===== src/rtl/regfile_arbiter_if.sv =====
// Bundle between two requesters, the arbiter and a shared register file.
// The arbiter takes the slave modport; the clients and the register file take the master modport.
interface regfile_arbiter_if #(
  parameter int unsigned B = 8,
  parameter int unsigned W = 2
);
  logic         req0;
  logic         we0;
  logic [W-1:0] addr0;
  logic [B-1:0] wdata0;
  logic         req1;
  logic         we1;
  logic [W-1:0] addr1;
  logic [B-1:0] wdata1;
  logic         ack0;
  logic         ack1;
  logic [B-1:0] rd_data;
  logic         busy;
  logic         rf_wr_en;
  logic [W-1:0] rf_w_addr;
  logic [W-1:0] rf_r_addr;
  logic [B-1:0] rf_w_data;
  logic [B-1:0] rf_r_data;

  modport slave (
    input  req0, we0, addr0, wdata0, req1, we1, addr1, wdata1, rf_r_data,
    output ack0, ack1, rd_data, busy, rf_wr_en, rf_w_addr, rf_r_addr, rf_w_data
  );

  modport master (
    output req0, we0, addr0, wdata0, req1, we1, addr1, wdata1, rf_r_data,
    input  ack0, ack1, rd_data, busy, rf_wr_en, rf_w_addr, rf_r_addr, rf_w_data
  );
endinterface


===== src/rtl/regfile_arbiter.sv =====
// Two-client round-robin arbiter that serialises single read/write transactions
// onto one register file: IDLE -> ACCESS -> ACK, one transaction per three cycles.
module regfile_arbiter #(
  parameter int unsigned B = 8,
  parameter int unsigned W = 2
) (
  input logic             clk,
  input logic             reset,
  regfile_arbiter_if.slave bus
);

  localparam logic [1:0] StIdle   = 2'd0;
  localparam logic [1:0] StAccess = 2'd1;
  localparam logic [1:0] StAck    = 2'd2;

  logic [1:0]   state_q, state_d;
  logic         last_grant_q, last_grant_d;
  logic         win_q, win_d;
  logic         we_q, we_d;
  logic [W-1:0] addr_q, addr_d;
  logic [B-1:0] wdata_q, wdata_d;
  logic [B-1:0] rd_data_q, rd_data_d;

  always_comb begin
    state_d      = state_q;
    last_grant_d = last_grant_q;
    win_d        = win_q;
    we_d         = we_q;
    addr_d       = addr_q;
    wdata_d      = wdata_q;
    rd_data_d    = rd_data_q;
    case (state_q)
      StIdle: begin
        if (bus.req0 || bus.req1) begin
          // Under contention the requester that was not served last wins.
          win_d   = (bus.req0 && bus.req1) ? ~last_grant_q : bus.req1;
          we_d    = win_d ? bus.we1    : bus.we0;
          addr_d  = win_d ? bus.addr1  : bus.addr0;
          wdata_d = win_d ? bus.wdata1 : bus.wdata0;
          state_d = StAccess;
        end
      end
      StAccess: begin
        // Captures pre-write contents: the write lands on this same edge.
        rd_data_d = bus.rf_r_data;
        state_d   = StAck;
      end
      StAck: begin
        last_grant_d = win_q;
        state_d      = StIdle;
      end
      default: state_d = StIdle;
    endcase
  end

  always_ff @(posedge clk) begin
    if (reset) begin
      state_q      <= StIdle;
      last_grant_q <= 1'b1;
      win_q        <= 1'b0;
      we_q         <= 1'b0;
      addr_q       <= '0;
      wdata_q      <= '0;
      rd_data_q    <= '0;
    end else begin
      state_q      <= state_d;
      last_grant_q <= last_grant_d;
      win_q        <= win_d;
      we_q         <= we_d;
      addr_q       <= addr_d;
      wdata_q      <= wdata_d;
      rd_data_q    <= rd_data_d;
    end
  end

  // Gated by reset so an ACCESS cut short by reset never commits its write.
  assign bus.rf_wr_en  = (state_q == StAccess) && we_q && !reset;
  assign bus.rf_w_addr = addr_q;
  assign bus.rf_r_addr = addr_q;
  assign bus.rf_w_data = wdata_q;
  assign bus.ack0      = (state_q == StAck) && !win_q;
  assign bus.ack1      = (state_q == StAck) && win_q;
  assign bus.rd_data   = rd_data_q;
  assign bus.busy      = (state_q != StIdle);

endmodule


===== src/flat_wrapper.sv =====
// flat-port wrapper written by rule: the top's interface ports become plain ports
module regfile_arbiter_flat 
#(
  parameter int unsigned B = 8,
  parameter int unsigned W = 2
)
  (clk, reset, bus_req0, bus_we0, bus_addr0, bus_wdata0, bus_req1, bus_we1, bus_addr1, bus_wdata1, bus_rf_r_data, bus_ack0, bus_ack1, bus_rd_data, bus_busy, bus_rf_wr_en, bus_rf_w_addr, bus_rf_r_addr, bus_rf_w_data);
  regfile_arbiter_if #(.B(B), .W(W)) bus_i ();
  input logic clk;
  input logic reset;
  input wire logic [$bits(bus_i.req0)-1:0] bus_req0;
  input wire logic [$bits(bus_i.we0)-1:0] bus_we0;
  input wire logic [$bits(bus_i.addr0)-1:0] bus_addr0;
  input wire logic [$bits(bus_i.wdata0)-1:0] bus_wdata0;
  input wire logic [$bits(bus_i.req1)-1:0] bus_req1;
  input wire logic [$bits(bus_i.we1)-1:0] bus_we1;
  input wire logic [$bits(bus_i.addr1)-1:0] bus_addr1;
  input wire logic [$bits(bus_i.wdata1)-1:0] bus_wdata1;
  input wire logic [$bits(bus_i.rf_r_data)-1:0] bus_rf_r_data;
  output wire logic [$bits(bus_i.ack0)-1:0] bus_ack0;
  output wire logic [$bits(bus_i.ack1)-1:0] bus_ack1;
  output wire logic [$bits(bus_i.rd_data)-1:0] bus_rd_data;
  output wire logic [$bits(bus_i.busy)-1:0] bus_busy;
  output wire logic [$bits(bus_i.rf_wr_en)-1:0] bus_rf_wr_en;
  output wire logic [$bits(bus_i.rf_w_addr)-1:0] bus_rf_w_addr;
  output wire logic [$bits(bus_i.rf_r_addr)-1:0] bus_rf_r_addr;
  output wire logic [$bits(bus_i.rf_w_data)-1:0] bus_rf_w_data;
  assign bus_i.req0 = bus_req0;
  assign bus_i.we0 = bus_we0;
  assign bus_i.addr0 = bus_addr0;
  assign bus_i.wdata0 = bus_wdata0;
  assign bus_i.req1 = bus_req1;
  assign bus_i.we1 = bus_we1;
  assign bus_i.addr1 = bus_addr1;
  assign bus_i.wdata1 = bus_wdata1;
  assign bus_i.rf_r_data = bus_rf_r_data;
  assign bus_ack0 = bus_i.ack0;
  assign bus_ack1 = bus_i.ack1;
  assign bus_rd_data = bus_i.rd_data;
  assign bus_busy = bus_i.busy;
  assign bus_rf_wr_en = bus_i.rf_wr_en;
  assign bus_rf_w_addr = bus_i.rf_w_addr;
  assign bus_rf_r_addr = bus_i.rf_r_addr;
  assign bus_rf_w_data = bus_i.rf_w_data;
  regfile_arbiter #(.B(B), .W(W)) u_core (.clk(clk), .reset(reset), .bus(bus_i));
endmodule

===== config.mk =====
export PLATFORM = sky130hd
export DESIGN_NAME = regfile_arbiter_flat
export DESIGN_NICKNAME = d
export VERILOG_FILES = /design/src/rtl/regfile_arbiter_if.sv /design/src/rtl/regfile_arbiter.sv /design/src/flat_wrapper.sv
export SDC_FILE = /design/constraint.sdc
export NUM_CORES = 1
export LEC_CHECK = 0
export CELL_PAD_IN_SITES_DETAIL_PLACEMENT = 1
export CELL_PAD_IN_SITES_GLOBAL_PLACEMENT = 2
export CORE_MARGIN = 1
export CORE_UTILIZATION = 17
export CTS_CLUSTER_DIAMETER = 120
export DETAILED_ROUTE_END_ITERATION = 12
export GPL_ROUTABILITY_DRIVEN = 0
export PLACE_DENSITY = 0.74
export SETUP_SLACK_MARGIN = 0.02
export SYNTH_ARGS = -nofsm -noshare
export SYNTH_HDL_FRONTEND = slang
export SYNTH_SLANG_ARGS = --single-unit
export TNS_END_PERCENT = 100

===== constraint.sdc =====
create_clock -name clk -period 1.05 [get_ports clk]
set_input_delay 0.1575 -clock clk [delete_from_list [all_inputs] [get_ports clk]]
set_output_delay 0.1575 -clock clk [all_outputs]
set_load 0.01 [all_outputs]

-- Word level (Yosys, flattened, before mapping)
Cells that the tools add are included.
- register bits after elaboration: 23
- bits in latches: 0
- memory bits (writable): 0
- memory bits (read-only): 0
- input bits: 34
- output and inout bits: 24
- word-level logic and storage cells: 28
- memories: 0
- $add $sub $neg: 0
- multipliers: 0
- div/mod/pow operators: 0
- $lt $le $gt $ge: 0
- equal/unequal tests: 3
- shifts and indexed selects: 0
- mux-type cells: 6
- bitwise operators: 1
- reductions and logical operators: 11
- operator list (operator ; number):
    2-to-1 mux 8 bit ; 1
    logical AND 1 bit ; 5
    2-to-1 mux 2 bit ; 2
    case mux 2 bit (2 select lines) ; 1
    equality test 2 x 1 -> 1 bit (second input constant) ; 1
    equality test 2 bit (second input constant) ; 1
    logical NOT 1 bit ; 2
    logical NOT 2 bit ; 1
    2-to-1 mux 1 bit ; 2
    inequality test 2 x 1 -> 1 bit (second input constant) ; 1
    AND reduction 2 bit ; 1
    nonzero test 2 bit ; 1
    logical OR 1 bit ; 1
    inverter 1 bit ; 1

-- Depth between registers and ports, before layout
- depth in word-level cells: 3
- gate-level depth with buffers: 5
- gate-level depth less buffers: 4

-- Least setup slack after synthesis
OpenSTA, ideal clock, no wires.
- kind: reg2reg
- start point: register u_core.state_q[0]
- end point: register u_core.wdata_q[5], in the netlist u_core.bus.rf_w_data[5]
- library setup time: 133 ps
- data arrival time: 935 ps
- data required time: 917 ps
- setup slack: -19 ps
- stages on the path, launching flop included: 6
- buffers on the path: 1
- period minus slack after synthesis: 1069 ps
- path through: dfxtp_1 > nor2_4 > inv_2 > nor2_1 > buf_2 > a311oi_2
- word-level cells in the longest chain between the ends: 2
- RTL lines (item ; RTL line ; source):
    start: declaration ; regfile_arbiter.sv:16 ; logic [1:0] state_q, state_d;
    start signal: assignment ; regfile_arbiter.sv:58 ; state_q <= StIdle;
    start signal: assignment ; regfile_arbiter.sv:66 ; state_q <= state_d;
    logical NOT 2 bit ; regfile_arbiter.sv:32 ; case (state_q)
    AND reduction 2 bit (no source line) ; -- ;
    end signal: assignment ; regfile_arbiter.sv:71 ; wdata_q <= wdata_d;
    end: declaration ; regfile_arbiter.sv:21 ; logic [B-1:0] wdata_q, wdata_d;
No other way between the ends.
A chain may end at the register's enable or synchronous reset.

-- Final worst setup path
- start point: register u_core.state_q[1]
- end point: output bus_rf_wr_en
- word-level cells in the longest chain between the ends: 3
- RTL lines (item ; RTL line ; source):
    equality test 2 x 1 -> 1 bit ; regfile_arbiter.sv:77 ; assign bus.rf_wr_en = (state_q == StAccess) && we_q && !reset;
    logical AND 1 bit (2 in a row) ; regfile_arbiter.sv:77 ;
    end: declaration ; flat_wrapper.sv:24 ; output wire logic [$bits(bus_i.rf_wr_en)-1:0] bus_rf_wr_en;
No other way between the ends.

==> results.yml <==
setup_path:
  crit_type: "register to output pin"
  crit_required_ps: 890
  worst_setup_path_end_kind: "output pin"
  worst-r2r-setup-slack_ps: -120
  worst-endpoint-arrival_ps: 1110
  worst_r2r_path_depth: 6
  crit_path_max_fanout: 3
  worst_r2r_startpoint: "u_core.state_q[0]"
  rr_endpoint: "u_core.we_q"
  worst_setup_sp_type: "register"
timing:
  grt_setup_unrepaired: "true"
  final-hold-violation-count: 0
  worst_slew_pin_slew_ps: 474
  fmax_ghz: 0.792
  setup_viol_count_final: 16
  clock-skew-final_ps: 5.42
  minimum_setup_slack_in_the_final_design_ps: -213
  fin_crit_sh_pct: 120
  final-max-slew-violation-count: 0
  hold_ws_ps: 440
  slew_headroom_pct: 68.3
  period_minus_slack_ps: 1260
pwr:
  total_leakage_power_uw: 0.000781
  clkPwrFrac_pct: 24.6
  power.density_nw_per_um2: 1210
  comb_power_share_pct: 32.6
  switchingPower_uw: 717
  finalPower_uw: 2350
  switching_share_pct: 30.4
  p_int_uw: 1640
  vdd.ir_drop.worst_uv: 474
  p_seq_share_pct: 42.8
cells_and_area:
  antennaDiodeCount: 0
  filler_instances: 666
  post_layout_instance_count_excluding_filler_cells: 261
  layout-area-overhead-vs-synth_pct: 96.6
  drive_above_1_share_pct: 50.3
  number_of_nets_in_the_layout: 224
grt:
  grt_pass1_vias: 1091
  grt.total_usage_pct: 12.0
  antenna_found_initial: 0
  grt_start_max_net_pins: 23
  grt_first_pass_wirelength_um: 5530
  grt_overflow: 0
clocking:
  worst_setup_hold_path_clk_slew_ps: 90
  cts.htree.levels: 1
  cts_buffer_depth: 2
  tritoncts_clock_tree: "done"
  clkSinkCount: 23
  number_of_hold_buffers_added_after_cts: 0
  cts_buffers: 3
  worst_skew_pair.late_latency_ps: 270
  clock_tree.root_cell: "clkbuf_8"
yosys:
  synth_largest_type_area_fraction_pct: 46.3
  sequential_share_of_the_synthesized_area_pct: 46.3
  synth_seq_cells: 23
  syn_area_um2: 993
  syn-mean-instance-area_um2: 8.14
  ys_warn_count: 0
  cell_count_after_synthesis: 122
  net_count_synth: 156
  biggest_area_consumer_among_synthesized_cells: "dfxtp_1"
  most_area_consuming_cells_after_synthesis: "dfxtp_1, nand2_1, a21oi_1, a311oi_1, a311oi_2"
  number_of_distinct_standard_cells_referenced_by_the_synthesized_netlist: 22
placed_design:
  io_buffers: 57
  hpwl_um: 2270
  place_inst: 251
route:
  num_vias: 1101
  via_density_per_instance: 4.22
  ant_nets: 0
  drc: 0
  drt-wirelength-per-cell_um: 13.7
  drt-pass1-iter-count: 4
  first_iter_violations: 27
  routed_wl_um: 3580
floorplanning:
  initial_cell_density_of_the_core_pct: 17.8
  rows: 27
  fp.coreArea_um2: 5570
  count_of_pins_on_the_block_boundary: 58
  die-area_um2: 6150
  die_y_um: 78.4
  die-width_um: 78.4
hold_path:
  holdCritStartpoint: "bus_rf_r_data[4]"
  min_path_cells: 3
  min_delay_worst_endpoint: "u_core.bus.rd_data[4]"
  min_path_type: "input pin to register"
run_status:
  violated_checks: "setup timing"
  outcome: "complete, but fails checks"
run:
  max_cap_viol_count: 0
-- sequential cells by signal (all words and copies together), names as in the netlist --
register,flops
u_core.win_q,1
u_core.state_q,2
u_core.bus.rf_w_data,8
u_core.last_grant_q,1
u_core.bus.rf_r_addr,2
u_core.bus.rd_data,8
u_core.we_q,1
-- worst max-delay path by stage --
stage	start	endpoint	slack, ps	cells past startpoint
5_1_grt	u_core.state_q[1]	bus_rf_wr_en	-240	4
3_5_place_dp	bus_req1	u_core.bus.rf_w_data[5]	-720	4
6_report	u_core.state_q[1]	bus_rf_wr_en	-210	4
4_1_cts	u_core.state_q[1]	bus_rf_wr_en	-250	4
3_3_place_gp	bus_req1	u_core.bus.rf_w_data[5]	-690	4
2_1_floorplan	u_core.state_q[0]	u_core.bus.rf_w_data[5]	20	5
-- what timing repair did --
action / CTS / global route
endpoints found under the hold margin: 0 / 0
setup endpoints to repair: 37 / 41
cloned: 2 / 0
setup buffers: 3 / 2
pin swaps: 27 / 14
gates resized for setup: 99 / 52
-- metrics by stage --
step	setup WS, ps	setup TNS [ps]	instance area (um^2)	utilization [%]
floorplan	20.0	0	1000	-
global placement	-693	-10410	1690	30.3
detailed placement	-725	-10830	1690	30.3
CTS	-247	-1790	1930	34.7
global route	-245	-2240	1950	35.0
finish	-213	-1650	1950	35.0
-- power groups by stage --
stage	logic (uW)	clock network [uW]	registers, uW
2_1_floorplan	254	0	1050
3_5_place_dp	643	0	1020
3_3_place_gp	641	0	1020
6_report	768	579	1010
5_1_grt	822	654	1020
4_1_cts	731	593	1010
-- area by class of cell --
class / count / area [um^2] / area share [%]
clock buffers: 4 / 45.0 / 2.31
repair buffers: 73 / 666 / 34.1
inverters: 2 / 7.51 / 0.384
multi-input cells: 87 / 669 / 34.3
well taps: 72 / 90.1 / 4.61
flip-flops and latches: 23 / 475 / 24.3
-- cell usage in the layout (no fill, tap or decap), types with 2 or more instances in the layout --
cell type,count
buf_6,11
nand2_1,20
buf_4,5
a311oi_1,2
clkbuf_8,3
a21oi_1,17
nand2b_4,2
nand2_2,15
buf_2,3
a311oi_2,9
dfxtp_4,3
dfxtp_2,3
dlygate4sd2_1,2
buf_12,2
a21bo_4,2
nor2_4,4
clkbuf_2,17
nand2_4,4
a21oi_2,3
clkdlybuf4s50_1,31
dfxtp_1,17
-- kinds of logic after synthesis --
group                  synth area share [%]
DFF                                    46.3
AOI/OAI and AO/OA                      24.6
buffers and inverters                  7.68
and+or+nand+nor                        21.4
-- synthesized netlist by cell type --
cell type	instances
nand2_1	39
dfxtp_1	23
a21oi_1	20
a311oi_1	9
nor2_1	5
buf_2	4
buf_4	4
a311oi_2	2
clkbuf_1	2
nand2b_1	2
a211o_1	1
a21bo_2	1
a21boi_2	1
and2_1	1
buf_6	1
inv_1	1
inv_2	1
nor2_4	1
nor2b_1	1
nor3_1	1
o21ai_0	1
or2_2	1
-- worst max-delay path, stage by stage (launching register included) --
cell      delay, ps
dfxtp_4         370
nand2b_4        150
nor2_4           80
and2_4          150
buf_6            90
-- per-layer routing --
layer / vias to the layer above / routed length, um / track usage (%)
li1: 554 / - / -
met1: 504 / 1570 / 15.0
met2: 39 / 1760 / 20.5
met3: 4 / 238 / 2.91
met4: 0 / 18 / 2.78
met5: - / 0 / 0
(Power assumes the default switching activity.)
